===== src/rtl/sphere3hopf_arbiter.sv =====
// Round-robin front end that shares one sphere3hopf_32bit point generator between
// NUM_REQ requesters, serving reseeds before pops and aborting pops that time out.
module sphere3hopf_arbiter #(
  parameter int NUM_REQ = 4,
  parameter int ID_W    = 2,
  parameter int TIMEOUT = 64
) (
  input  logic                    clk,
  input  logic                    rst_n,
  input  logic [NUM_REQ-1:0]      req_pop,
  input  logic [NUM_REQ-1:0]      req_reseed,
  input  logic [NUM_REQ*32-1:0]   req_seed,
  output logic [NUM_REQ-1:0]      reseed_ack,
  output logic [NUM_REQ-1:0]      rsp_valid,
  input  logic [NUM_REQ-1:0]      rsp_ready,
  output logic [31:0]             rsp_x,
  output logic [31:0]             rsp_y,
  output logic [31:0]             rsp_z,
  output logic [31:0]             rsp_w,
  output logic [ID_W-1:0]         rsp_id,
  output logic                    gen_pop,
  output logic                    gen_reseed,
  output logic [31:0]             gen_seed,
  input  logic                    gen_valid,
  input  logic [31:0]             gen_x,
  input  logic [31:0]             gen_y,
  input  logic [31:0]             gen_z,
  input  logic [31:0]             gen_w,
  output logic                    busy,
  output logic                    timeout_err
);

  localparam int CNT_W = $clog2(TIMEOUT + 1);

  typedef enum logic [2:0] {IDLE, RESEED, ISSUE, WAIT, DELIVER} state_t;

  state_t             state_q;
  logic [ID_W-1:0]    rr_ptr_q;
  logic [ID_W-1:0]    cur_id_q;
  logic [CNT_W-1:0]   cnt_q;
  logic [NUM_REQ-1:0] reseed_ack_q;
  logic [NUM_REQ-1:0] rsp_valid_q;
  logic [31:0]        rsp_x_q;
  logic [31:0]        rsp_y_q;
  logic [31:0]        rsp_z_q;
  logic [31:0]        rsp_w_q;
  logic [ID_W-1:0]    rsp_id_q;
  logic               gen_pop_q;
  logic               gen_reseed_q;
  logic [31:0]        gen_seed_q;
  logic               busy_q;
  logic               timeout_err_q;

  logic [NUM_REQ-1:0] active_s;
  logic [ID_W:0]      rot_s;
  logic [ID_W-1:0]    rot_id_s;
  logic [ID_W-1:0]    grant_id_d;
  logic               grant_vld_d;
  logic [31:0]        seed_sel_d;

  function automatic logic [ID_W-1:0] next_id(input logic [ID_W-1:0] id);
    if (id == ID_W'(NUM_REQ - 1)) begin
      return {ID_W{1'b0}};
    end else begin
      return id + ID_W'(1);
    end
  endfunction

  function automatic logic [NUM_REQ-1:0] onehot(input logic [ID_W-1:0] id);
    return {{(NUM_REQ-1){1'b0}}, 1'b1} << id;
  endfunction

  // Round-robin winner: scan from the highest rotation offset down so the lowest offset wins.
  always_comb begin
    active_s    = req_pop | req_reseed;
    rot_s       = {(ID_W+1){1'b0}};
    rot_id_s    = {ID_W{1'b0}};
    grant_id_d  = {ID_W{1'b0}};
    grant_vld_d = 1'b0;
    for (int i = NUM_REQ - 1; i >= 0; i--) begin
      rot_s = {1'b0, rr_ptr_q} + (ID_W+1)'(i);
      if (rot_s >= (ID_W+1)'(NUM_REQ)) begin
        rot_s = rot_s - (ID_W+1)'(NUM_REQ);
      end else begin
        rot_s = rot_s;
      end
      rot_id_s = rot_s[ID_W-1:0];
      if (active_s[rot_id_s]) begin
        grant_id_d  = rot_id_s;
        grant_vld_d = 1'b1;
      end else begin
        grant_vld_d = grant_vld_d;
      end
    end
  end

  // Seed slice belonging to the arbitration winner.
  always_comb begin
    seed_sel_d = 32'd0;
    for (int k = 0; k < NUM_REQ; k++) begin
      if (ID_W'(k) == grant_id_d) begin
        seed_sel_d = req_seed[k*32 +: 32];
      end else begin
        seed_sel_d = seed_sel_d;
      end
    end
  end

  // Sequencer; every strobe is set on entry to the state that owns it and cleared on exit.
  always_ff @(posedge clk or negedge rst_n) begin
    if (!rst_n) begin
      state_q       <= IDLE;
      rr_ptr_q      <= {ID_W{1'b0}};
      cur_id_q      <= {ID_W{1'b0}};
      cnt_q         <= {CNT_W{1'b0}};
      reseed_ack_q  <= {NUM_REQ{1'b0}};
      rsp_valid_q   <= {NUM_REQ{1'b0}};
      rsp_x_q       <= 32'd0;
      rsp_y_q       <= 32'd0;
      rsp_z_q       <= 32'd0;
      rsp_w_q       <= 32'd0;
      rsp_id_q      <= {ID_W{1'b0}};
      gen_pop_q     <= 1'b0;
      gen_reseed_q  <= 1'b0;
      gen_seed_q    <= 32'd0;
      busy_q        <= 1'b0;
      timeout_err_q <= 1'b0;
    end else begin
      case (state_q)
        IDLE: begin
          if (grant_vld_d) begin
            cur_id_q <= grant_id_d;
            busy_q   <= 1'b1;
            if (req_reseed[grant_id_d]) begin
              state_q      <= RESEED;
              gen_reseed_q <= 1'b1;
              gen_seed_q   <= seed_sel_d;
              reseed_ack_q <= onehot(grant_id_d);
            end else begin
              state_q   <= ISSUE;
              gen_pop_q <= 1'b1;
            end
          end
        end
        RESEED: begin
          gen_reseed_q <= 1'b0;
          gen_seed_q   <= 32'd0;
          reseed_ack_q <= {NUM_REQ{1'b0}};
          rr_ptr_q     <= next_id(cur_id_q);
          busy_q       <= 1'b0;
          state_q      <= IDLE;
        end
        ISSUE: begin
          gen_pop_q <= 1'b0;
          cnt_q     <= {CNT_W{1'b0}};
          state_q   <= WAIT;
        end
        WAIT: begin
          if (gen_valid) begin
            rsp_x_q     <= gen_x;
            rsp_y_q     <= gen_y;
            rsp_z_q     <= gen_z;
            rsp_w_q     <= gen_w;
            rsp_id_q    <= cur_id_q;
            rsp_valid_q <= onehot(cur_id_q);
            state_q     <= DELIVER;
          end else if (cnt_q == CNT_W'(TIMEOUT - 1)) begin
            timeout_err_q <= 1'b1;
            rr_ptr_q      <= next_id(cur_id_q);
            busy_q        <= 1'b0;
            state_q       <= IDLE;
          end else begin
            cnt_q <= cnt_q + CNT_W'(1);
          end
        end
        DELIVER: begin
          if (rsp_ready[cur_id_q]) begin
            rsp_valid_q <= {NUM_REQ{1'b0}};
            rr_ptr_q    <= next_id(cur_id_q);
            busy_q      <= 1'b0;
            state_q     <= IDLE;
          end
        end
        default: begin
          gen_pop_q    <= 1'b0;
          gen_reseed_q <= 1'b0;
          reseed_ack_q <= {NUM_REQ{1'b0}};
          rsp_valid_q  <= {NUM_REQ{1'b0}};
          busy_q       <= 1'b0;
          state_q      <= IDLE;
        end
      endcase
    end
  end

  assign reseed_ack  = reseed_ack_q;
  assign rsp_valid   = rsp_valid_q;
  assign rsp_x       = rsp_x_q;
  assign rsp_y       = rsp_y_q;
  assign rsp_z       = rsp_z_q;
  assign rsp_w       = rsp_w_q;
  assign rsp_id      = rsp_id_q;
  assign gen_pop     = gen_pop_q;
  assign gen_reseed  = gen_reseed_q;
  assign gen_seed    = gen_seed_q;
  assign busy        = busy_q;
  assign timeout_err = timeout_err_q;

endmodule


===== config.mk =====
export PLATFORM = sky130hd
export DESIGN_NAME = sphere3hopf_arbiter
export DESIGN_NICKNAME = d
export VERILOG_FILES = /design/src/rtl/sphere3hopf_arbiter.sv
export SDC_FILE = /design/constraint.sdc
export NUM_CORES = 1
export LEC_CHECK = 0
export CORE_AREA = 2 2 173 175
export DETAILED_ROUTE_END_ITERATION = 16
export DIE_AREA = 0 0 175 177
export GPL_TIMING_DRIVEN = 0
export SLEW_MARGIN = 15
export SYNTH_ARGS = -nofsm -noshare
export SYNTH_HDL_FRONTEND = slang
export SYNTH_SLANG_ARGS = --single-unit

===== constraint.sdc =====
create_clock -name clk -period 4.25 [get_ports clk]
set_input_delay 0.6375 -clock clk [delete_from_list [all_inputs] [get_ports clk]]
set_output_delay 0.6375 -clock clk [all_outputs]
set_load 0.02 [all_outputs]

==> results.py <==
metrics = {
    "clock_tree": {
        "htreeDepth": 4,
        "cts_root_buf": "clkbuf_16",
        "clkSinkCount": 188,
        "post_cts_buffers": 0,
        "ctsResizeCount": 0,
        "cts_buffer_depth": 2,
        "clk_pin_slew_ns": 0.08,
        "clkLatencyLatePin_ns": 0.44,
        "hold_buffers": 0,
        "cts_tree": "done",
        "numCtsBuffers": 17,
    },
    "synth": {
        "synth_ff_type": "dfrtp_1",
        "yosysTopAreaCellShare_pct": 54.52,
        "synth_area_leader_cell": "dfrtp_1",
        "synth_cells": 775,
        "synth-edff-count": 0,
        "synth_fa_ha_area_share_pct": 0.7250,
        "synth_seq_cells": 188,
        "synthSimpleGateAreaFrac_pct": 16.95,
        "synth.distinct_cells": 51,
        "async_reset_ff_share_pct": 100.0,
        "yosys_warnings": 0,
        "synth_xor_area_share_pct": 0.4060,
        "synth.area.top_cells": "dfrtp_1 55%, mux2_2 17%, nand2_1 6.4%",
        "synth_top_family_by_area": "multiplexers",
        "ys_seq_area_share_pct": 54.52,
        "synthMuxAreaShare_pct": 17.22,
        "syn_nets": 1051,
        "avgSynthCellArea_um2": 11.13,
        "synth_compound_area_share_pct": 6.829,
        "netlist_area_mm2": 0.008630,
    },
    "worst_setup_path": {
        "start_kind": "input port",
        "cp.arrival_ns": 3.40,
        "critPathKind": "input port to register",
        "ff2ff_setup_slack_ns": 1.62,
        "cp.required_ns": 4.61,
        "crit_path_end_kind": "register",
        "worstPathMaxFanout": 10,
    },
    "global_routing": {
        "grt_pass1_vias": 7553,
        "overflow": 0,
        "grt_max_degree": 82,
        "grt_usage_pct": 19.57,
        "grt_pass1_wl_um": 45600,
        "grt_antenna_before_repair": 2,
    },
    "timing": {
        "relSlewSlack_pct": 47.89,
        "holdWs_ns": 0.06668,
        "fin_ws_ns": 1.206,
        "fmax_mhz": 328.5,
        "fin_crit_sh_pct": 71.63,
        "finClkSkew_ns": 0.02395,
        "finalCriticalPeriod_ns": 3.044,
        "slew_violations": 0,
        "finalHoldViolations": 0,
        "rsz0062_at_grt": "no",
        "worstMarginPinSlew_ns": 0.7757,
        "setup_viol": 0,
        "setup_tns_ns": 0,
    },
    "placement": {
        "io_buffers": 444,
        "gp_congestion": 0.8114,
        "pre_cts_ws_ns": 0.7557,
        "dp_cells": 1611,
        "placed_area_mm2": 0.01362,
        "dp_hpwl_um": 24790,
    },
    "hold_path": {
        "holdCritPathClass": "input port to asynchronous set/reset pin",
    },
    "floorplan": {
        "die_w_um": 175,
        "core_mm2": 0.02924,
        "die_h_um": 177,
        "num_rows": 63,
        "dieArea_mm2": 0.03098,
        "io_pins": 445,
        "start_util_pct": 29.51,
    },
    "cells_and_area": {
        "post-route-util_pct": 48.64,
        "layout.nets": 1516,
        "mostFrequentLayoutCells": "443 x clkdlybuf4s50_1, 188 x dfrtp_1, 147 x nand2_1, 129 x mux2_2, 102 x nand3_1",
        "syn_to_final_growth_pct": 64.82,
        "antenna_cells": 0,
        "stdcell_area_mm2": 0.01422,
        "drive_gt1_share_pct": 20.03,
        "finalNonFillerCells": 1643,
        "mostFrequentLayoutCell": "clkdlybuf4s50_1",
    },
    "route": {
        "routedWlPerCell_um": 18.93,
        "dr.pass1.iters": 4,
        "vias": 7493,
        "drtIter0Drc": 277,
        "vias_per_cell": 4.561,
        "drt_wl_total_um": 31110,
        "ant_nets": 0,
        "drc": 0,
    },
    "pwr": {
        "p_leak_nw": 5.911,
        "peakVddDrop_v": 0.0002903,
        "power_mw": 10.35,
        "p_per_area_mw_per_mm2": 727.6,
    },
    "outcome": {
        "status": "complete, no violations",
    },
    "job": {
        "drv_cap": 0,
    },
}
[cell type report]
cell class	count	area (um2)
fillers	2771	15020
flip-flops and latches	188	4705
repair buffers	446	4504
multi-input cells	531	3636
well taps	390	488.0
clock buffers	18	429.2
plain buffers	48	259.0
clock inverters	14	172.7
inverters	8	30.03
[cell usage after synthesis, drive strengths merged (4+ instances only)]
cell	number
buf	27
nand3	103
dfrtp	188
nand2	175
inv	8
ha	5
mux2	130
nor2	16
a32o	4
a21oi	38
nor3	6
o21ai	12
clkbuf	21
[where the power goes]
group | internal (mW) | total, mW | switching, mW
Sequential | 2.61 | 3.04 | 0.430
Clock | 0.800 | 1.62 | 0.821
Combinational | 2.70 | 5.69 | 2.99
[layer usage]
metal  vias to the layer above  share of wire (%)  wire (um)  global-route usage [%]
met5                         -              0.074         23                       0
met4                         4                1.4        439                   5.174
met3                        27                8.0       2496                   6.035
met2                       304                 51      15910                   35.51
met1                      3557                 39      12240                   22.29
li1                       3601                  -          -                       -
[critical path: stages]
cell	delay (ns)
clkdlybuf4s50_1	0.50
nor2_1	0.27
a211oi_1	0.16
nor3_2	0.67
a211oi_2	0.12
nor3_4	0.42
buf_2	0.31
nand3_1	0.17
a21oi_2	0.14
[sequential cells by signal, indices dropped and copies added, names as in the netlist]
register / flops
busy: 1
cur_id_q: 2
gen_seed: 32
gen_reseed: 1
rsp_w: 32
state_q: 3
rsp_valid: 4
rr_ptr_q: 2
rsp_z: 32
timeout_err: 1
rsp_x: 32
reseed_ack: 4
rsp_y: 32
gen_pop: 1
rsp_id: 2
cnt_q: 7
[cell families after synthesis]
logic type      Yosys count
simple gates            315
mux                     131
buf+inv                  56
flops                   188
compound gates           76
fa+ha+maj                 5
xor+xnor                  4
[path summary, 6_finish.rpt]
kind	startpoint	to	depth (start not counted)
min	rst_n	gen_seed[6]	1
max in group asynchronous	rst_n	rsp_x[18]	3
max	req_reseed[2]	gen_seed[7]	9
max reg2reg	rr_ptr_q[1]	gen_seed[7]	8
min in group clk	rsp_id[0]	rsp_id[0]	2
min reg2reg	rsp_id[0]	rsp_id[0]	2
Note: power is estimated with default switching activity, not from simulation.
